[src/rtl/alu_ctrl_pkg.sv]
// Shared opcode constants, FSM state type and opcode legality check for the
// ALU sharing controller.
package alu_ctrl_pkg;

   localparam logic [2:0] OP_AND = 3'b000;
   localparam logic [2:0] OP_OR  = 3'b001;
   localparam logic [2:0] OP_ADD = 3'b010;
   localparam logic [2:0] OP_SUB = 3'b110;
   localparam logic [2:0] OP_SLT = 3'b111;

   typedef enum logic [1:0] {
      ST_IDLE = 2'd0,
      ST_EXEC = 2'd1,
      ST_RESP = 2'd2
   } state_t;

   function automatic logic is_legal_op(input logic [2:0] op);
      case (op)
         OP_AND, OP_OR, OP_ADD, OP_SUB, OP_SLT: is_legal_op = 1'b1;
         default:                               is_legal_op = 1'b0;
      endcase
   endfunction

endpackage

[src/rtl/alu_share_ctrl_if.sv]
// Request/response bundle between the two issuing requesters and the shared
// ALU controller.
interface alu_share_ctrl_if #(
   parameter int W = 16
);
   logic [1:0]   req_valid;
   logic [1:0]   req_ready;
   logic [2:0]   req_op0;
   logic [W-1:0] req_a0;
   logic [W-1:0] req_b0;
   logic [2:0]   req_op1;
   logic [W-1:0] req_a1;
   logic [W-1:0] req_b1;
   logic         rsp_valid;
   logic         rsp_ready;
   logic         rsp_id;
   logic [W-1:0] rsp_data;
   logic         rsp_zero;
   logic         rsp_err;

   modport master (
      output req_valid, req_op0, req_a0, req_b0, req_op1, req_a1, req_b1, rsp_ready,
      input  req_ready, rsp_valid, rsp_id, rsp_data, rsp_zero, rsp_err
   );

   modport slave (
      input  req_valid, req_op0, req_a0, req_b0, req_op1, req_a1, req_b1, rsp_ready,
      output req_ready, rsp_valid, rsp_id, rsp_data, rsp_zero, rsp_err
   );
endinterface

[src/rtl/rr_arb2.sv]
// Two-way round-robin grant: the prio requester wins a tie, otherwise any
// single valid requester is granted.
module rr_arb2 (
   input  logic [1:0] req_valid,
   input  logic       prio,
   output logic [1:0] grant
);
   genvar gi;
   generate
      for (gi = 0; gi < 2; gi++) begin : g_grant
         assign grant[gi] = req_valid[gi] && ((prio == 1'(gi)) || !req_valid[1-gi]);
      end
   endgenerate
endmodule

[src/rtl/alu_share_ctrl.sv]
// Shares one combinational ALU between two requesters: round-robin accept,
// timed execution, registered result returned on a valid/ready channel.
module alu_share_ctrl
   import alu_ctrl_pkg::*;
#(
   parameter int W           = 16,
   parameter int EXEC_CYCLES = 1
) (
   input  logic            clk,
   input  logic            rst_n,
   alu_share_ctrl_if.slave bus,
   output logic [2:0]      alu_op,
   output logic [W-1:0]    alu_a,
   output logic [W-1:0]    alu_b,
   input  logic [W-1:0]    alu_result,
   input  logic            alu_zero,
   output logic            busy,
   output logic [15:0]     op_count
);

   localparam logic [3:0] CNT_LOAD = 4'(EXEC_CYCLES - 1);

   state_t       state_reg;
   logic         prio_reg;
   logic [3:0]   cnt_reg;
   logic [2:0]   op_reg;
   logic [W-1:0] a_reg;
   logic [W-1:0] b_reg;
   logic         rsp_valid_reg;
   logic         rsp_id_reg;
   logic [W-1:0] rsp_data_reg;
   logic         rsp_zero_reg;
   logic         rsp_err_reg;
   logic         busy_reg;
   logic [15:0]  op_count_reg;

   logic [1:0]   grant;
   logic         win_id;
   logic [2:0]   win_op;
   logic [W-1:0] win_a;
   logic [W-1:0] win_b;

   rr_arb2 u_arb (
      .req_valid (bus.req_valid),
      .prio      (prio_reg),
      .grant     (grant)
   );

   assign bus.req_ready = (state_reg == ST_IDLE) ? grant : 2'b00;

   assign win_id = grant[1];
   assign win_op = win_id ? bus.req_op1 : bus.req_op0;
   assign win_a  = win_id ? bus.req_a1  : bus.req_a0;
   assign win_b  = win_id ? bus.req_b1  : bus.req_b0;

   assign alu_op = op_reg;
   assign alu_a  = a_reg;
   assign alu_b  = b_reg;

   assign bus.rsp_valid = rsp_valid_reg;
   assign bus.rsp_id    = rsp_id_reg;
   assign bus.rsp_data  = rsp_data_reg;
   assign bus.rsp_zero  = rsp_zero_reg;
   assign bus.rsp_err   = rsp_err_reg;
   assign busy          = busy_reg;
   assign op_count      = op_count_reg;

   always_ff @(posedge clk or negedge rst_n) begin
      if (!rst_n) begin
         state_reg     <= ST_IDLE;
         prio_reg      <= 1'b0;
         cnt_reg       <= 4'd0;
         op_reg        <= 3'b000;
         a_reg         <= '0;
         b_reg         <= '0;
         rsp_valid_reg <= 1'b0;
         rsp_id_reg    <= 1'b0;
         rsp_data_reg  <= '0;
         rsp_zero_reg  <= 1'b0;
         rsp_err_reg   <= 1'b0;
         busy_reg      <= 1'b0;
         op_count_reg  <= 16'd0;
      end else begin
         case (state_reg)
            ST_IDLE: begin
               if (|grant) begin
                  rsp_id_reg <= win_id;
                  busy_reg   <= 1'b1;
                  // Illegal ops bypass the ALU, so its inputs keep their last values.
                  if (is_legal_op(win_op)) begin
                     op_reg    <= win_op;
                     a_reg     <= win_a;
                     b_reg     <= win_b;
                     cnt_reg   <= CNT_LOAD;
                     state_reg <= ST_EXEC;
                  end else begin
                     rsp_data_reg  <= '0;
                     rsp_zero_reg  <= 1'b0;
                     rsp_err_reg   <= 1'b1;
                     rsp_valid_reg <= 1'b1;
                     state_reg     <= ST_RESP;
                  end
               end
            end
            ST_EXEC: begin
               if (cnt_reg == 4'd0) begin
                  rsp_data_reg  <= alu_result;
                  rsp_zero_reg  <= alu_zero;
                  rsp_err_reg   <= 1'b0;
                  rsp_valid_reg <= 1'b1;
                  state_reg     <= ST_RESP;
               end else begin
                  cnt_reg <= cnt_reg - 4'd1;
               end
            end
            ST_RESP: begin
               if (bus.rsp_ready) begin
                  rsp_valid_reg <= 1'b0;
                  busy_reg      <= 1'b0;
                  prio_reg      <= ~rsp_id_reg;
                  op_count_reg  <= op_count_reg + 16'd1;
                  state_reg     <= ST_IDLE;
               end
            end
            default: begin
               state_reg <= ST_IDLE;
            end
         endcase
      end
   end

endmodule

[src/flat_wrapper.sv]
// flat-port wrapper written by rule: the top's interface ports become plain ports
module alu_share_ctrl_flat import alu_ctrl_pkg::*;
#(
   parameter int W           = 16,
   parameter int EXEC_CYCLES = 1
)
  (clk, rst_n, alu_op, alu_a, alu_b, alu_result, alu_zero, busy, op_count, bus_req_valid, bus_req_op0, bus_req_a0, bus_req_b0, bus_req_op1, bus_req_a1, bus_req_b1, bus_rsp_ready, bus_req_ready, bus_rsp_valid, bus_rsp_id, bus_rsp_data, bus_rsp_zero, bus_rsp_err);
  alu_share_ctrl_if #(.W(W)) bus_i ();
  input  logic clk;
  input  logic rst_n;
  output logic [2:0] alu_op;
  output logic [W-1:0] alu_a;
  output logic [W-1:0] alu_b;
  input  logic [W-1:0] alu_result;
  input  logic alu_zero;
  output logic busy;
  output logic [15:0] op_count;
  input wire logic [$bits(bus_i.req_valid)-1:0] bus_req_valid;
  input wire logic [$bits(bus_i.req_op0)-1:0] bus_req_op0;
  input wire logic [$bits(bus_i.req_a0)-1:0] bus_req_a0;
  input wire logic [$bits(bus_i.req_b0)-1:0] bus_req_b0;
  input wire logic [$bits(bus_i.req_op1)-1:0] bus_req_op1;
  input wire logic [$bits(bus_i.req_a1)-1:0] bus_req_a1;
  input wire logic [$bits(bus_i.req_b1)-1:0] bus_req_b1;
  input wire logic [$bits(bus_i.rsp_ready)-1:0] bus_rsp_ready;
  output wire logic [$bits(bus_i.req_ready)-1:0] bus_req_ready;
  output wire logic [$bits(bus_i.rsp_valid)-1:0] bus_rsp_valid;
  output wire logic [$bits(bus_i.rsp_id)-1:0] bus_rsp_id;
  output wire logic [$bits(bus_i.rsp_data)-1:0] bus_rsp_data;
  output wire logic [$bits(bus_i.rsp_zero)-1:0] bus_rsp_zero;
  output wire logic [$bits(bus_i.rsp_err)-1:0] bus_rsp_err;
  assign bus_i.req_valid = bus_req_valid;
  assign bus_i.req_op0 = bus_req_op0;
  assign bus_i.req_a0 = bus_req_a0;
  assign bus_i.req_b0 = bus_req_b0;
  assign bus_i.req_op1 = bus_req_op1;
  assign bus_i.req_a1 = bus_req_a1;
  assign bus_i.req_b1 = bus_req_b1;
  assign bus_i.rsp_ready = bus_rsp_ready;
  assign bus_req_ready = bus_i.req_ready;
  assign bus_rsp_valid = bus_i.rsp_valid;
  assign bus_rsp_id = bus_i.rsp_id;
  assign bus_rsp_data = bus_i.rsp_data;
  assign bus_rsp_zero = bus_i.rsp_zero;
  assign bus_rsp_err = bus_i.rsp_err;
  alu_share_ctrl #(.W(W), .EXEC_CYCLES(EXEC_CYCLES)) u_core (.clk(clk), .rst_n(rst_n), .bus(bus_i), .alu_op(alu_op), .alu_a(alu_a), .alu_b(alu_b), .alu_result(alu_result), .alu_zero(alu_zero), .busy(busy), .op_count(op_count));
endmodule
[config.mk]
export PLATFORM = sky130hd
export DESIGN_NAME = alu_share_ctrl_flat
export DESIGN_NICKNAME = d
export VERILOG_FILES = /design/src/rtl/alu_ctrl_pkg.sv /design/src/rtl/alu_share_ctrl_if.sv /design/src/rtl/rr_arb2.sv /design/src/rtl/alu_share_ctrl.sv /design/src/flat_wrapper.sv
export SDC_FILE = /design/constraint.sdc
export NUM_CORES = 1
export LEC_CHECK = 0
export CORE_MARGIN = 2
export CORE_UTILIZATION = 30
export CTS_CLUSTER_SIZE = 12
export DETAILED_ROUTE_END_ITERATION = 8
export GPL_ROUTABILITY_DRIVEN = 0
export HOLD_SLACK_MARGIN = 0.15
export SLEW_MARGIN = 20
export SYNTH_ARGS = -nofsm -noshare
export SYNTH_HDL_FRONTEND = slang
export SYNTH_SLANG_ARGS = --single-unit
[constraint.sdc]
create_clock -name clk -period 5.95 [get_ports clk]
set_input_delay 1.19 -clock clk [delete_from_list [all_inputs] [get_ports clk]]
set_output_delay 1.19 -clock clk [all_outputs]
set_load 0.02 [all_outputs]
# Word level (Yosys, flattened, before mapping)
# Index checks and enable logic that the tools add are counted.
totals:
  output_inout_bits: 74
  wordCells: 84
  mem_bits_rw: 0
  inputBits: 92
  latchBits: 0
  reg_bits: 79
  memories: 0
  romBits: 0
op_classes:
  reduce_logical: 22
  order_cmp: 0
  n_div: 0
  muxes: 33
  n_eq_ne: 12
  n_addsub: 2
  n_mul: 0
  n_shift: 0
  bitwise_logic: 2
ops:
  columns: ["operator", "n"]
  rows:
  - ["16-bit 2-to-1 mux", 5]
  - ["16-bit case mux with 2 select lines", 1]
  - ["16-bit by 1-bit adder with 16-bit output (second input constant)", 1]
  - ["1-bit 2-to-1 mux", 12]
  - ["4-bit 2-to-1 mux", 3]
  - ["2-bit 2-to-1 mux", 5]
  - ["2-bit inequality test (second input constant)", 5]
  - ["3-bit AND reduction", 3]
  - ["4-bit case mux with 2 select lines", 1]
  - ["4-bit AND reduction", 2]
  - ["3-bit == test (second input constant)", 2]
  - ["1-bit case mux with 2 select lines", 3]
  - ["2-bit case mux with 3 select lines", 1]
  - ["5-bit AND reduction", 1]
  - ["5-bit OR reduction", 1]
  - ["4-bit logical NOT", 1]
  - ["2-bit AND reduction", 2]
  - ["2-bit nonzero test", 2]
  - ["4-bit by 1-bit subtractor with 4-bit output (second input constant)", 1]
  - ["3-bit by 1-bit == test with 1-bit output (second input constant)", 1]
  - ["3-bit by 2-bit == test with 1-bit output (second input constant)", 1]
  - ["3-bit logical NOT", 1]
  - ["3-bit 2-to-1 mux", 1]
  - ["1-bit case mux with 3 select lines", 1]
  - ["other kinds (10)", 14]

# Longest topological paths before layout
# Gate-level depths: netlist of run 1.
logic_depth:
  word_depth: 12
  depth_mapped: 9
  ltp_nobuf: 6

# By module
# Synthesis of run 1 repeated with hierarchy kept, for this count alone.
hier_totals:
  cells_unflattened: 312
  area_unflattened_um2: 3940.0
modules_own_cells:
  columns: ["module", "instances", "seq_area_each_um2", "cells_each", "area_per_inst_um2"]
  rows:
  - ["alu_share_ctrl", 1, 1976.9, 309, 3921.3]
  - ["rr_arb2", 1, 0.0, 3, 18.8]

# Least setup slack after synthesis of run 1
# No wires, ideal clock.
synth_path:
  path_kind: "input to output"
  startpoint: "in bus_req_valid[0]"
  endpoint: "out bus_req_ready[1]"
  cell_stages: 4
  required_time_ns: 4.760
  arrival_ns: 1.956
  path_buffers: 1
  slack_ns: 2.804
  cell_sequence: "nand2b_1 > nand2_2 > buf_2 > nor2_1"
synth_between:
  elab_chain_len: 4
synth_lines:
  columns: ["item", "line", "source"]
  rows:
  - ["start, declared", "flat_wrapper.sv:18", "input wire logic [$bits(bus_i.req_valid)-1:0] bus_req_valid;"]
  - ["1-bit logical NOT", "rr_arb2.sv:11", "assign grant[gi] = req_valid[gi] && ((prio == 1'(gi)) || !req_valid[1-gi]);"]
  - ["1-bit logical OR", "rr_arb2.sv:11", null]
  - ["1-bit logical AND", "rr_arb2.sv:11", null]
  - ["2-bit 2-to-1 mux", "alu_share_ctrl.sv:49", "assign bus.req_ready = (state_reg == ST_IDLE) ? grant : 2'b00;"]
  - ["end, declared", "flat_wrapper.sv:26", "output wire logic [$bits(bus_i.req_ready)-1:0] bus_req_ready;"]
# No other way between the ends.

# Worst setup path in the final report of run 1
layout_path:
  startpoint: "in bus_req_valid[1]"
  endpoint: "out bus_req_ready[0]"
# Same word-level chain as after synthesis.

==> results of run 1 <==
## per-layer routing
layer / vias up / global-route usage
met5: - / 0
met4: 0 / 0.06250
met3: 10 / 0.04392
met2: 111 / 0.2312
met1: 1538 / 0.1795
li1: 1524 / -
## cell usage in the layout, fill, tap and decap left out, drive strengths merged, types with 3 or more instances in the layout
cell,n
xnor2,9
nand2b,4
nand4,4
clkdlybuf4s50,164
xor2,6
and3,3
nor2,10
inv,25
clkinvlp,3
nand3,6
nor3,5
buf,3
nand2,47
o311ai,17
mux2,70
o21ai,4
ha,3
clkbuf,12
dfrtp,79
a21oi,4
## power groups by stage
stage / registers, W / clock network [W] / logic, W
finish: 0.000924 / 0.000514 / 0.00134
global route: 0.000963 / 0.000552 / 0.00145
CTS: 0.000930 / 0.000531 / 0.00137
detailed placement: 0.000935 / 0 / 0.00136
global placement: 0.000925 / 0 / 0.00133
floorplan: 0.00113 / 0 / 0.000582
## final timing paths
path	depth (start not counted)	slack [ps]	end	from
max reg2reg	4	3510	u_core.alu_op[0]	u_core.state_reg[0]
max	4	2030	bus_req_ready[0]	bus_req_valid[1]
max in group asynchronous	1	4560	u_core.alu_a[6]	rst_n
min in group asynchronous	1	900	u_core.bus.rsp_data[6]	rst_n
min	1	470	u_core.prio_reg	u_core.bus.rsp_id
min reg2reg	1	470	u_core.prio_reg	u_core.bus.rsp_id
## worst max-delay path, stage by stage
cell and delay [ps]:
clkdlybuf4s50_1 560, nand2_1 150, and3_1 190, clkdlybuf4s50_1 630
## kinds of logic after synthesis
kind of cell,after synthesis,share of synthesized area
adder cells (fa/ha/maj),3,0.009558
AO/OA/AOI/OAI,41,0.08825
AND/OR/NAND/NOR,90,0.1106
buffers and inverters,42,0.05416
flip-flops,79,0.5033
XOR/XNOR,15,0.03345
multiplexers,70,0.2007
## final cells by class
| cell class | count | area [um^2] | area share |
|---|---|---|---|
| inverters | 25 | 93.84 | 0.01567 |
| flip-flops and latches | 79 | 1977 | 0.3301 |
| clock buffers | 12 | 246.5 | 0.04115 |
| well taps | 172 | 215.2 | 0.03593 |
| multi-input cells | 219 | 1738 | 0.2902 |
| clock inverters | 4 | 31.28 | 0.005222 |
| repair buffers | 167 | 1688 | 0.2818 |
## metrics by stage
stage | utilization | std cells | power [W] | worst slack [ps] | cell area (um^2)
2_1_floorplan | - | 340 | 0.001708 | 2804 | 3928
3_3_place_gp | 0.4465 | 661 | 0.002251 | 2079 | 5680
3_5_place_dp | 0.4487 | 662 | 0.002295 | 2018 | 5708
4_1_cts | 0.4705 | 678 | 0.002826 | 2025 | 5986
5_1_grt | 0.4708 | 678 | 0.002962 | 1960 | 5989
6_report | 0.4708 | 678 | 0.002780 | 2033 | 5989
==> flow_summary_export.csv, run 1 <==
group,metric,value,unit
global_routing,grt_pass1_wl,16.38,mm
clock_network,cts_hold_buffers,0,
power,vdd_drop_max,0.0001856,V
drt,viasPerCell,4.695,
yosys,synth_edf_count,0,
drt,dr.first_iter.drc_count,147,
cells_and_area,nets,596,
sta,slew_headroom,0.4007,
yosys,yosysSeqAreaShare,0.5033,
run_status,status,"complete, no violations",
power,power_density,464.1,mW/mm^2
power,swShare,0.3727,
global_routing,grtUsageTotal,0.1442,
placement,port_buffers,165,
yosys,synth.avg_cell_area,11.55,um^2
yosys,synth_top_area_cell,"dfrtp_1",
critical_path,critPathArrivalTime,2730,ps
cells_and_area,layout-drive-gt1-share,0.1858,
sta,finalSetupTns,0,ps
sta,slew_violations,0,
floorplan,ios,166,
clock_network,clock-sinks,79,
drt,dr_wl_met3,778,um
floorplan,dieArea,0.01402,mm^2
clock_network,post_cts_buffers,0,
floorplan,die_h,118.4,um
sta,finalClockSkew,5.256,ps
critical_path,worst-setup-path-type,"input port to output pin",
clock_network,cts_tree,"built",
drt,dr_wl_met2,4.608,mm
yosys,synth_area_leaders,"dfrtp_1 50%, mux2_2 20%, nand2_1 4.3%",
clock_network,root_buffer,"clkbuf_16",
yosys,synth_common_cells,"79 x dfrtp_1, 70 x mux2_2, 45 x nand2_1",
clock_network,htreeDepth,3,
sta,max_freq,255.3,MHz
global_routing,grt_pass1_vias,3315,
yosys,synth_ff_type,"dfrtp_1",
job,drv_cap,0,
drt,wl,9.995,mm
floorplan,coreArea,0.01272,mm^2
placement,place_hpwl,7.203,mm
clock_network,clk_pin_slew,60,ps
yosys,ys_warn_count,0,
cells_and_area,diodes,0,
worst_hold_path,worst_hold_path_type,"register to register",
power,p_sw,0.001036,W
floorplan,start_util,0.3087,
yosys,synth-seq-cells,79,
yosys,yosysUniqueCellTypes,50,
cells_and_area,nFillCells,1276,
global_routing,grt_max_degree,80,
drt,ant_nets,0,
sta,hold_viol,0,
drt,first_pass_iters,4,
critical_path,startpoint_type,"input port",
power,pwr-share-clk,0.185,
yosys,synth_most_common_cell,"dfrtp_1",
drt,vias,3183,
yosys,synth_nets,435,
drt,route.detailed.wl_per_inst,14.74,um
clock_network,post_cts_resized,0,
power,internal_power,0.001744,W
critical_path,cp.required,4760,ps
cells_and_area,syn_to_final_growth,52.50,%
global_routing,grt_remaining_overflow,0,
global_routing,antenna_found_initial,0,
drt,drc_errors,0,
clock_network,cts_buffers,9,
power,seqPwrFrac,0.333,
sta,fin_hold_ws,470.1,ps
clock_network,clock_latency,330,ps
sta,finalSetupViolations,0,
yosys,netlist.area_leader.share,0.5033,
sta,finalCritPeriodShare,0.6584,
power,p_leak,2.426,nW
yosys,syn_inst,340,
floorplan,rows,41,
critical_path,critPathCaptureType,"output pin",
sta,min_period,3917,ps
yosys,netlist_area,0.003928,mm^2
sta,worstMarginPinSlew,898.4,ps
floorplan,die_x,118.4,um
sta,rsz0062_at_grt,"false",
clock_network,clk_path_buf_depth,2,
drt,top_layer,"met4",
critical_path,cp_max_fo,6,
drt,m1WireLength,4.444,mm
yosys,synth-async-reset-ratio,1.000,
power,combPwrFrac,0.482,
No activity file was read; power rests on OpenSTA's default activity.
==> inputs of run 2 (changes only) <==
Clock period 5.95 ns to 3.7 ns, I/O delays scaled along.
==> run 2 against run 1 <==
Compared with the run above: setup slack worse by 1300 ps; critical path type unchanged; global-route usage down 0.057 points; largest power group unchanged; wire length down 0.35%; via count up 0.13%; combinational power up 63%.
==> flow_summary_export.csv, run 2 (synthesized netlist as in run 1, its figures left out) <==
group,metric,value,unit
drt,wl,9.960,mm
critical_path,critPathArrivalTime,2270,ps
sta,rsz0062_at_grt,"false",
clock_network,cts_tree,"built",
floorplan,die_x,118.4,um
drt,first_pass_iters,4,
clock_network,clk_path_buf_depth,2,
placement,place_hpwl,7.256,mm
drt,drc_errors,0,
clock_network,post_cts_resized,0,
cells_and_area,syn_to_final_growth,53.11,%
sta,finalSetupViolations,0,
cells_and_area,nets,599,
critical_path,path_buf_inv,2,
critical_path,rr_worst_depth,6,
critical_path,crit_chain,"clkdlybuf4s50_1, nand2b_1, nand2_2, nor2_1, clkdlybuf4s50_1",
global_routing,antenna_found_initial,0,
sta,worstMarginPinSlew,714.7,ps
run_status,status,"complete, no violations",
critical_path,slowest_delay,630,ps
critical_path,cp.required,2960,ps
global_routing,grt_remaining_overflow,0,
floorplan,ios,166,
power,vdd_drop_max,0.0003016,V
critical_path,crit_top_cell,"clkdlybuf4s50_1",
cells_and_area,final_cell_mix,"164 x clkdlybuf4s50_1, 79 x dfrtp_1, 70 x mux2_2",
clock_network,clock_latency,330,ps
global_routing,grt_pass1_vias,3308,
drt,vias,3187,
clock_network,cts_hold_buffers,0,
sta,min_period,3006,ps
clock_network,htreeDepth,3,
clock_network,root_buffer,"clkbuf_16",
critical_path,cp_top_family,"buffers and inverters",
critical_path,cp_slowest_cell,"clkdlybuf4s50_1",
critical_path,worst-setup-path-type,"input port to output pin",
global_routing,grtUsageTotal,0.1436,
critical_path,critPathCaptureType,"output pin",
sta,slew_headroom,0.5236,
sta,finalCritPeriodShare,0.8124,
drt,viasPerCell,4.680,
cells_and_area,layout-drive-gt1-share,0.1925,
floorplan,dieArea,0.01402,mm^2
sta,max_freq,332.7,MHz
drt,dr.first_iter.drc_count,163,
power,p_leak,2.455,nW
sta,fin_hold_ws,447.5,ps
critical_path,r2r_start,"u_core.cnt_reg[0]",
clock_network,clock-sinks,79,
job,drv_cap,0,
critical_path,startpoint_type,"input port",
sta,hold_viol,0,
power,power_density,752.8,mW/mm^2
drt,ant_nets,0,
critical_path,r2r_slack,1520,ps
cells_and_area,final_common_cell,"clkdlybuf4s50_1",
placement,port_buffers,165,
sta,finalSetupTns,0,ps
floorplan,start_util,0.3087,
floorplan,coreArea,0.01272,mm^2
clock_network,cts_buffers,9,
critical_path,r2r-end,"u_core.bus.rsp_data[9]",
critical_path,cp_max_fo,6,
cells_and_area,diodes,0,
clock_network,clk_pin_slew,60,ps
global_routing,grt_max_degree,80,
floorplan,rows,41,
drt,route.detailed.wl_per_inst,14.63,um
clock_network,post_cts_buffers,0,
sta,finalClockSkew,8.077,ps
floorplan,die_h,118.4,um
sta,slew_violations,0,
worst_hold_path,worst_hold_path_type,"input port to asynchronous set/reset pin",
global_routing,grt_pass1_wl,16.30,mm
==> run 2: changes by cell type in the layout (fill, tap and decap cells not counted) <==
cell / delta
buf_4: +4
clkinv_2: +2
clkinvlp_4: -2
buf_16: -1
bufinv_16: +1
clkbuf_1: -1
clkinv_4: -1
inv_6: +1
==> run 2: final cells by class <==
class	count	area (um^2)
tap	172	215.2
multi-input combinational	219	1738
clock buffer	11	242.7
timing repair buffer	170	1690
inverter	25	93.84
fill	1240	6709
clock inverter	5	56.30
sequential	79	1977
==> run 2: how the worst max path moves through the flow <==
stage,from,to,slack [ps],depth (start not counted)
floorplan,bus_req_valid[0],bus_req_ready[1],1450,4
global placement,bus_req_valid[0],bus_req_ready[1],730,5
detailed placement,bus_req_valid[0],bus_req_ready[1],700,5
CTS,bus_req_valid[0],bus_req_ready[1],690,5
global route,bus_req_valid[0],bus_req_ready[1],570,5
finish,bus_req_valid[0],bus_req_ready[1],690,5
==> run 2: power by group <==
group | total (W) | internal [W] | switching [W]
logic | 0.00218 | 0.00111 | 0.00108
clock network | 0.000887 | 0.000541 | 0.000346
registers | 0.00146 | 0.00122 | 0.000237
total | 0.00453 | 0.00287 | 0.00166
==> run 2: metal layers <==
metal / global-route usage / up-vias / part of all wire
li1: - / 1524 / -
met1: 0.1718 / 1540 / 0.43
met2: 0.2431 / 114 / 0.48
met3: 0.05502 / 9 / 0.083
met4: 0.03571 / 0 / 0.0098
met5: 0 / - / 0
==> run 2: worst register-to-register path: stages, from the launching register on <==
cell and delay (ps):
dfrtp_1 390, inv_1 120, ha_1 140, or3b_1 490, a211o_1 620, nand2_1 160, o311ai_0 130
==> run 2: stage by stage <==
| stage | instances | total power (W) | area [um^2] | utilization | setup slack, ps |
|---|---|---|---|---|---|
| CTS | 681 | 0.004597 | 6010 | 0.4724 | 686.2 |
| global placement | 665 | 0.003636 | 5710 | 0.4489 | 733.8 |
| floorplan | 340 | 0.002747 | 3928 | - | 1454 |
| detailed placement | 665 | 0.003681 | 5710 | 0.4489 | 704.1 |
| global route | 681 | 0.004814 | 6013 | 0.4727 | 573.5 |
| finish | 681 | 0.004527 | 6013 | 0.4727 | 694.0 |
==> inputs of run 3 (changes only) <==
Clock period 3.7 ns to 2.6 ns, I/O delays scaled along.
==> run 3 against run 2 <==
Compared with the run above: sequential power rose by 40%; die area did not move; clock power rose by 51%; register-to-register slack got worse by 1000 ps; sequential share of layout area fell by 0.56 points; count of clock-buffer cells in the layout fell by 1; core utilization rose by 0.82 points; clock skew barely moved; worst hold slack got worse by 300 ps; power rose by 46%.
==> flow_summary_export.csv, run 3 (synthesized netlist as in run 1, its figures left out) <==
group,metric,value,unit
run_status,status,"complete, no violations",
cells_and_area,multi_input_area,0.001738,mm^2
floorplan,start_util,0.3087,
sta,finalCritPeriodShare,0.9558,
cells_and_area,fin_cells,688,
placement,place_hpwl,7.583,mm
drt,ant_nets,0,
critical_path,r2r_start,"u_core.cnt_reg[0]",
clock_network,cts_buffers,9,
global_routing,grt_pass1_wl,17.21,mm
critical_path,startpoint_type,"input port",
critical_path,cp_max_fo,4,
cells_and_area,nets,606,
sta,max_freq,402.4,MHz
clock_network,clk_pin_slew,60,ps
power,power_density,1081,mW/mm^2
cells_and_area,nFillCells,1192,
floorplan,coreArea,0.01272,mm^2
job,drv_cap,0,
drt,dr_wl_met3,812,um
drt,first_pass_iters,4,
drt,top_layer,"met4",
power,p_leak,2.520,nW
global_routing,grt_remaining_overflow,0,
sta,min_period,2485,ps
sta,finalSetupViolations,0,
sta,slew_violations,0,
worst_hold_path,worst_hold_path_type,"input port to asynchronous set/reset pin",
global_routing,grt_pass1_vias,3408,
clock_network,cts_tree,"built",
drt,dr_wl_met2,4.951,mm
cells_and_area,diodes,0,
sta,rsz0062_at_grt,"false",
cells_and_area,design_area,0.006117,mm^2
floorplan,die_h,118.4,um
sta,finalClockSkew,8.188,ps
clock_network,clock_latency,340,ps
critical_path,rr_worst_depth,6,
drt,dr.first_iter.drc_count,148,
placement,dpl.cell_count,672,
global_routing,grt_max_degree,47,
floorplan,dieArea,0.01402,mm^2
clock_network,clk_path_buf_depth,2,
cells_and_area,syn_to_final_growth,55.75,%
critical_path,critPathArrivalTime,1970,ps
cells_and_area,final_common_cell,"clkdlybuf4s50_1",
drt,wl,10.36,mm
cells_and_area,final_cell_mix,"163 x clkdlybuf4s50_1, 79 x dfrtp_1, 70 x mux2_2",
drt,viasPerCell,4.680,
global_routing,antenna_found_initial,0,
critical_path,worst-setup-path-type,"input port to output pin",
critical_path,r2r_slack,480,ps
critical_path,cp.required,2080,ps
floorplan,ios,166,
sta,worstMarginPinSlew,703.3,ps
floorplan,rows,41,
clock_network,htreeDepth,3,
drt,drc_errors,0,
critical_path,r2r-end,"u_core.bus.rsp_data[7]",
placement,port_buffers,165,
global_routing,grtUsageTotal,0.1526,
critical_path,critPathCaptureType,"output pin",
cells_and_area,layout-drive-gt1-share,0.2035,
sta,slew_headroom,0.5296,
sta,hold_viol,0,
clock_network,clock-sinks,79,
drt,m1WireLength,4.454,mm
drt,vias,3220,
cells_and_area,seqCellArea,0.001977,mm^2
clock_network,root_buffer,"clkbuf_16",
power,vdd_drop_max,0.0004698,V
floorplan,die_x,118.4,um
drt,route.detailed.wl_per_inst,15.06,um
placement,placed_area,0.005801,mm^2
sta,finalSetupTns,0,ps
-- run 3: worst max-delay path, stage by stage --
cell,delay [ps]
clkdlybuf4s50_1,510
nand2_1,140
and3_1,180
clkdlybuf4s50_1,620
-- run 3: power breakdown --
| part | switching [W] | internal (W) | leakage (nW) |
|---|---|---|---|
| Clock | 0.000504 | 0.000838 | 0.148 |
| Combinational | 0.00156 | 0.00165 | 1.40 |
| Sequential | 0.000316 | 0.00174 | 0.967 |
| Total | 0.00238 | 0.00423 | 2.52 |
-- run 3: worst max-delay path by stage --
stage,from,to,slack [ps]
global placement,bus_req_valid[1],bus_req_ready[0],100
floorplan,u_core.cnt_reg[0],u_core.bus.rsp_data[0],700
finish,bus_req_valid[1],bus_req_ready[0],110
detailed placement,bus_req_valid[0],u_core.alu_a[10],80
CTS,bus_req_valid[1],bus_req_ready[0],90
global route,bus_req_valid[1],bus_req_ready[0],50
-- run 3: layer usage --
metal,track usage,vias to the layer above
met5,0,-
met4,0.05580,0
met3,0.05212,12
met2,0.2554,113
met1,0.1814,1553
li1,-,1542
-- run 3: stage by stage --
step	utilization	hold slack [ps]	power, W	worst slack, ps
6_report	0.4808	145.3	0.006611	115.0
5_1_grt	0.4808	173.9	0.007036	45.68
4_1_cts	0.4806	161.4	0.006722	93.36
3_5_place_dp	0.4559	458.5	0.005340	80.04
3_3_place_gp	0.4559	459.3	0.005268	104.2
2_1_floorplan	-	224.4	0.003910	701.6
-- run 3: area by class of cell --
cell class	instances	area share
Clock inverter	6	0.01391
Timing Repair Buffer	177	0.2909
Tap cell	172	0.03518
Clock buffer	10	0.03743
Multi-Input combinational cell	219	0.2841
Sequential cell	79	0.3232
Inverter	25	0.01534
-- run 3: repair_timing --
action,CTS,global route
gates resized for setup,0,1
setup buffers,0,0
setup endpoints to repair,0,1
hold buffers,0,0
==> RTL change 1: new RTL, config.mk and constraints of run 2 <==
Re-encode `state_t` (3 states) as one-hot, 3 bits wide.
--- a/src/rtl/alu_ctrl_pkg.sv
+++ b/src/rtl/alu_ctrl_pkg.sv
@@ -10,6 +10,6 @@
 
-   typedef enum logic [1:0] {
-      ST_IDLE = 2'd0,
-      ST_EXEC = 2'd1,
-      ST_RESP = 2'd2
+   typedef enum logic [2:0] {
+      ST_IDLE = 3'b001,
+      ST_EXEC = 3'b010,
+      ST_RESP = 3'b100
    } state_t;
Formal check against the unedited RTL: same outputs for any inputs over 4 cycles, from zero or initial values and one cycle with rst_n low; so few cycles prove little.
==> RTL change 1 against run 2 <==
  * Fmax shrank 0.63%
  * Design area grew 1.8%
  * Via count shrank 2.6%
  * Non-clock buffer count is the same
  * Power grew 2.8%
  * Cell count shrank 4.0%
  * Clock power shrank 2%
  * Sequential cell count grew 1
  * Worst setup slack lost 19 ps
  * Wire length grew 5.7%
  * Synthesized area grew 3.3%
  * Critical path type is now reg -> out
  * Highest routed layer unchanged
==> RTL change 1: results (changes against run 2) <==
* Run status: complete, no violations
* Layout fillers at 1241 (+0.081%)
* Number of buffers added for setup after CTS at 0 (unchanged)
* Vias in the first global route at 3244 (-1.9%)
* Slack of the worst reg-to-reg path at 1340 ps (-180 ps)
* Ranking of synthesized cells by area: sky130_fd_sc_hd__dfrtp_1 49%, sky130_fd_sc_hd__mux2_4 11%, sky130_fd_sc_hd__mux2_2 11%
* Share of cells above drive strength 1 at 20.71% (+1.5 points)
* Cell family with most CP delay: buffers and inverters
* Detailed-router iteration count before antenna repair at 4 (unchanged)
* Global-route wire length before repair at 17270 microns (+6.0%)
* Synthesis Warnings at 0 (unchanged)
* CTS clock-pin slew for the worst setup and hold paths at 60 ps (about the same)
* Signed area change from the synthesized netlist to the final layout at 50.80%
* Maximum ir drop on the vdd rail at 0.0002978 V (-1.3%)
* Deepest level of the CTS H-tree at 3 (unchanged)
* Clock latency at the later pin of the worst-skew pair at 330 ps (about the same)
* Share of async-settable or async-resettable flops after synthesis at 100.0% (unchanged)
* Critical R2R Launch: u_core.state_reg[0]
* Launch point of the worst path: u_core.state_reg[2]
* Most used standard cells in the synthesized netlist: 79 x sky130_fd_sc_hd__dfrtp_1, 40 x sky130_fd_sc_hd__mux2_2, 31 x sky130_fd_sc_hd__mux2_4
* Antenna Violating Nets Remaining at 0 (unchanged)
* Critical path peak fanout at 27 (+21)
* Transition time at the pin with the least slew margin at 885.0 ps (+170.4 ps)
* Maximum number of pins on one net before global-route repair at 81 (+1.3%)
* Net count after synthesis at 409 (-6.0%)
* Number of DRC violations after detailed-routing iteration 0 at 131 (-20%)
* Largest incremental delay on the critical path at 640 ps
* Post-CTS resize count at 0 (unchanged)
* Maximum buffer depth of the clock tree at 2 (unchanged)
* Via Count at 3103 (-2.6%)
* Total routing resource utilization after global routing at 15.11% (+0.74 points)
* Initial antenna violation count at 0 (unchanged)
* Xor and xnor fraction of the mapped netlist area at 3.237% (-0.11 points)
* Number of buffers created by CTS at 9 (unchanged)
* Netlist cell types at 45 (-10%)
* Path class of the lowest-slack min-delay path: in -> async
* Total number of nets in the final design at 569 (-5.0%)
* Critical-path top delay cell: sky130_fd_sc_hd__clkdlybuf4s50_1
* Register area share after synthesis at 49.35% (-0.98 points)
* Worst Setup EP: bus_req_ready[0]
* HPWL after DPL at 7525 microns (+3.7%)
* Crit Reg-Reg Endpoint: u_core.alu_b[3]
* Post-synthesis compound-gate area fraction at 11.41% (+2.6 points)
* Routed WL at 10530 microns (+5.7%)
* Share of cell area taken by muxes after synthesis at 22.56% (+2.5 points)
* Final clock skew at 9.258 ps (+1.181 ps)
* Post-synthesis share of cell area spent on full adders, half adders and majority gates at 0.9248% (-0.031 points)
* Area after DPL at 5829 sq um (+2.1%)
* Leakage power at 2.557 nW (+4.2%)
* # port buffers at 165 (unchanged)
* Final antenna diode count at 0 (unchanged)
* Clock tree root driver cell: sky130_fd_sc_hd__clkbuf_16
* Depth of the worst register-to-register path at 5 (-1)
RTL change 1: cell count changes after synthesis, sizes merged, moves of 5 or more:
cell           run 2  this run
o21a               0        21
o311ai            17         0
inv               25         9
nand2             47        14
buf               15        10
clkbuf             2        11
a221o              0        17
RTL change 1: layer usage:
| metal | track usage, % | part of all wire, % | up-vias | wire length (microns) |
|---|---|---|---|---|
| met3 | 5.047 | 7.3 | 9 | 772 |
| met2 | 23.40 | 46 | 99 | 4873 |
| li1 | - | - | 1467 | - |
| met1 | 20.48 | 45 | 1528 | 4777 |
| met4 | 3.634 | 1.0 | 0 | 108 |
| met5 | 0 | 0 | - | 0 |
RTL change 1: power by group:
group | internal, W | switching [W]
sequential | 0.00123 | 0.000249
combinational | 0.00125 | 0.00106
clock | 0.000519 | 0.000348
total | 0.00300 | 0.00166
RTL change 1: kinds of logic after synthesis:
| kind of cell | Yosys count |
|---|---|
| AND/OR/NAND/NOR | 58 |
| buffers and inverters | 30 |
| multiplexers | 71 |
| AO/OA/AOI/OAI | 57 |
| XOR/XNOR | 15 |
| adder cells (fa/ha/maj) | 3 |
| flip-flops | 80 |
RTL change 1: cell type report:
class                   count  share of cell area [%]
flip-flops and latches     80                   32.73
well taps                 176                   3.598
multi-input cells         204                   30.60
inverters                   9                  0.5519
repair buffers            170                   27.82
clock inverters             5                  0.9608
clock buffers              10                   3.741
RTL change 1: stage by stage:
stage,setup slack [ps],hold slack [ps],instances,util [%]
after floorplan,1352,444.4,314,-
after CTS,695.8,480.9,654,46.19
after global placement,693.4,465.8,639,44.02
final,675.1,436.0,654,46.22
after detailed placement,590.9,472.4,639,44.02
after global routing,536.8,488.5,654,46.22
==> RTL change 2: new RTL, config.mk and constraints of run 2 <==
Made on the original files. `W` is set to 16 in 3 places; all go to 18.
--- a/src/rtl/alu_share_ctrl_if.sv
+++ b/src/rtl/alu_share_ctrl_if.sv
@@ -3,3 +3,3 @@
 interface alu_share_ctrl_if #(
-   parameter int W = 16
+   parameter int W = 18
 );
--- a/src/rtl/alu_share_ctrl.sv
+++ b/src/rtl/alu_share_ctrl.sv
@@ -5,3 +5,3 @@
 #(
-   parameter int W           = 16,
+   parameter int W           = 18,
    parameter int EXEC_CYCLES = 1
--- a/src/flat_wrapper.sv
+++ b/src/flat_wrapper.sv
@@ -3,3 +3,3 @@
 #(
-   parameter int W           = 16,
+   parameter int W           = 18,
    parameter int EXEC_CYCLES = 1
Ports: changed (8 resized); port bits go from 166 to 182. The function was not compared with the original's and may differ.
==> RTL change 2 against run 2 <==
  * Synthesized area down 4.9%
  * Power down 3.1%
  * Critical path depth unchanged
  * Sequential cell count up 6
  * Worst setup slack worse by 350 ps
  * Wire length down 3.4%
  * Design area unchanged
  * Critical endpoint unchanged
  * Largest power group unchanged
==> RTL change 2: results (changes against run 2) <==
* Netlist cell types at 40 (-20%)
* Routed WL at 9617 microns (-3.4%)
* HPWL after DPL at 7210 microns (-0.63%)
* Worst Path Arrival at 2610 ps (+340 ps)
* Deepest level of the CTS H-tree at 3 (unchanged)
* # port buffers at 181 (+9.7%)
* Clock tree root driver cell: sky130_fd_sc_hd__clkbuf_16
* Register area share after synthesis at 56.95% (+6.6 points)
* Leakage power at 2.665 nW (+8.6%)
* Area after DPL at 5705 sq um (about the same)
* Initial antenna violation count at 0 (unchanged)
* Most used standard cells in the synthesized netlist: 85 x sky130_fd_sc_hd__dfrtp_1, 49 x sky130_fd_sc_hd__nor2_1, 41 x sky130_fd_sc_hd__a21oi_1
* Depth of the worst register-to-register path at 6 (unchanged)
* Path class of the lowest-slack min-delay path: in -> async
* Worst hold-check slack at 307.7 ps (-139.8 ps)
* Post-CTS resize count at 0 (unchanged)
* Number of DRC violations after detailed-routing iteration 0 at 157 (-3.7%)
* Pre-CTS setup slack at 341.9 ps (-362.2 ps)
* Antenna Violating Nets Remaining at 0 (unchanged)
* Maximum number of pins on one net before global-route repair at 43 (-46%)
* Critical path peak fanout at 5 (-1)
* Layout fillers at 1123 (-9.4%)
* Share of async-settable or async-resettable flops after synthesis at 100.0% (unchanged)
* Maximum ir drop on the vdd rail at 0.0002961 V (-1.8%)
* Total routing resource utilization after global routing at 14.50% (+0.13 points)
* Critical Path Sink Type: primary output
* Global-route wire length before repair at 15150 microns (-7.1%)
* Ranking of synthesized cells by area: sky130_fd_sc_hd__dfrtp_1 57%, sky130_fd_sc_hd__mux2i_1 10%, sky130_fd_sc_hd__a21oi_1 5.5%
* Crit Reg-Reg Endpoint: u_core.bus.rsp_zero
* Total number of nets in the final design at 621 (+3.7%)
* Share of cells above drive strength 1 at 5.374% (-14 points)
* Final clock skew at 8.770 ps (+0.6934 ps)
* Number of buffers created by CTS at 9 (unchanged)
* CTS clock-pin slew for the worst setup and hold paths at 60 ps (about the same)
* Net count after synthesis at 440 (+1.1%)
* Run status: complete, no violations
* Worst max-slew margin expressed relative to the limit at 49.79% (-2.6 points)
* Via Count at 3079 (-3.4%)
==> RTL change 2: logic make-up after synthesis <==
group | after synthesis | synth area share [%]
xor+xnor | 15 | 3.518
mux | 40 | 10.75
simple gates | 94 | 11.59
fa+ha+maj | 3 | 1.005
buf+inv | 24 | 3.484
flops | 85 | 56.95
compound gates | 74 | 12.70
==> RTL change 2: worst max path at each step <==
| stage | startpoint | endpoint | slack (ps) | cells after the start |
|---|---|---|---|---|
| after floorplan | bus_req_valid[0] | bus_req_ready[0] | 1440 | 3 |
| after global placement | bus_req_valid[1] | bus_req_ready[1] | 360 | 5 |
| after detailed placement | bus_req_valid[1] | bus_req_ready[1] | 340 | 5 |
| after CTS | bus_req_valid[1] | bus_req_ready[1] | 330 | 5 |
| after global routing | bus_req_valid[1] | bus_req_ready[1] | 270 | 5 |
| final | bus_req_valid[1] | bus_req_ready[1] | 350 | 5 |
==> RTL change 2: per-stage QoR <==
| stage | power, W | cells |
|---|---|---|
| after floorplan | 0.002593 | 335 |
| after global placement | 0.003482 | 673 |
| after detailed placement | 0.003510 | 673 |
| after CTS | 0.004448 | 689 |
| after global routing | 0.004686 | 689 |
| final | 0.004386 | 689 |
==> RTL change 2: report_power, final <==
group / switching, W / internal [W]
Sequential: 0.000204 / 0.00127
Combinational: 0.00104 / 0.000953
Clock: 0.000373 / 0.000546
==> RTL change 2: routing by layer <==
layer | routed length, microns | vias to the layer above | GRT usage [%]
met1 | 4144 | 1420 | 18.47
met2 | 4620 | 110 | 23.90
li1 | - | 1543 | -
met4 | 79 | 0 | 4.578
met3 | 772 | 6 | 4.184
met5 | 0 | - | 0
==> RTL change 2: area by class of cell <==
type | instances | area [sq um] | share of cell area (%)
sequential | 85 | 2127 | 35.37
timing repair buffer | 187 | 1854 | 30.84
multi-input combinational | 226 | 1488 | 24.74
clock buffer | 10 | 239.0 | 3.974
tap | 168 | 210.2 | 3.496
clock inverter | 6 | 68.82 | 1.144
inverter | 7 | 26.28 | 0.4370
==> RTL change 2: critical path, stage by stage <==
cell and delay (ps):
sky130_fd_sc_hd__clkdlybuf4s50_1 560, sky130_fd_sc_hd__nor3_1 90, sky130_fd_sc_hd__or3_4 370, sky130_fd_sc_hd__nor2_1 150, sky130_fd_sc_hd__clkdlybuf4s50_1 700
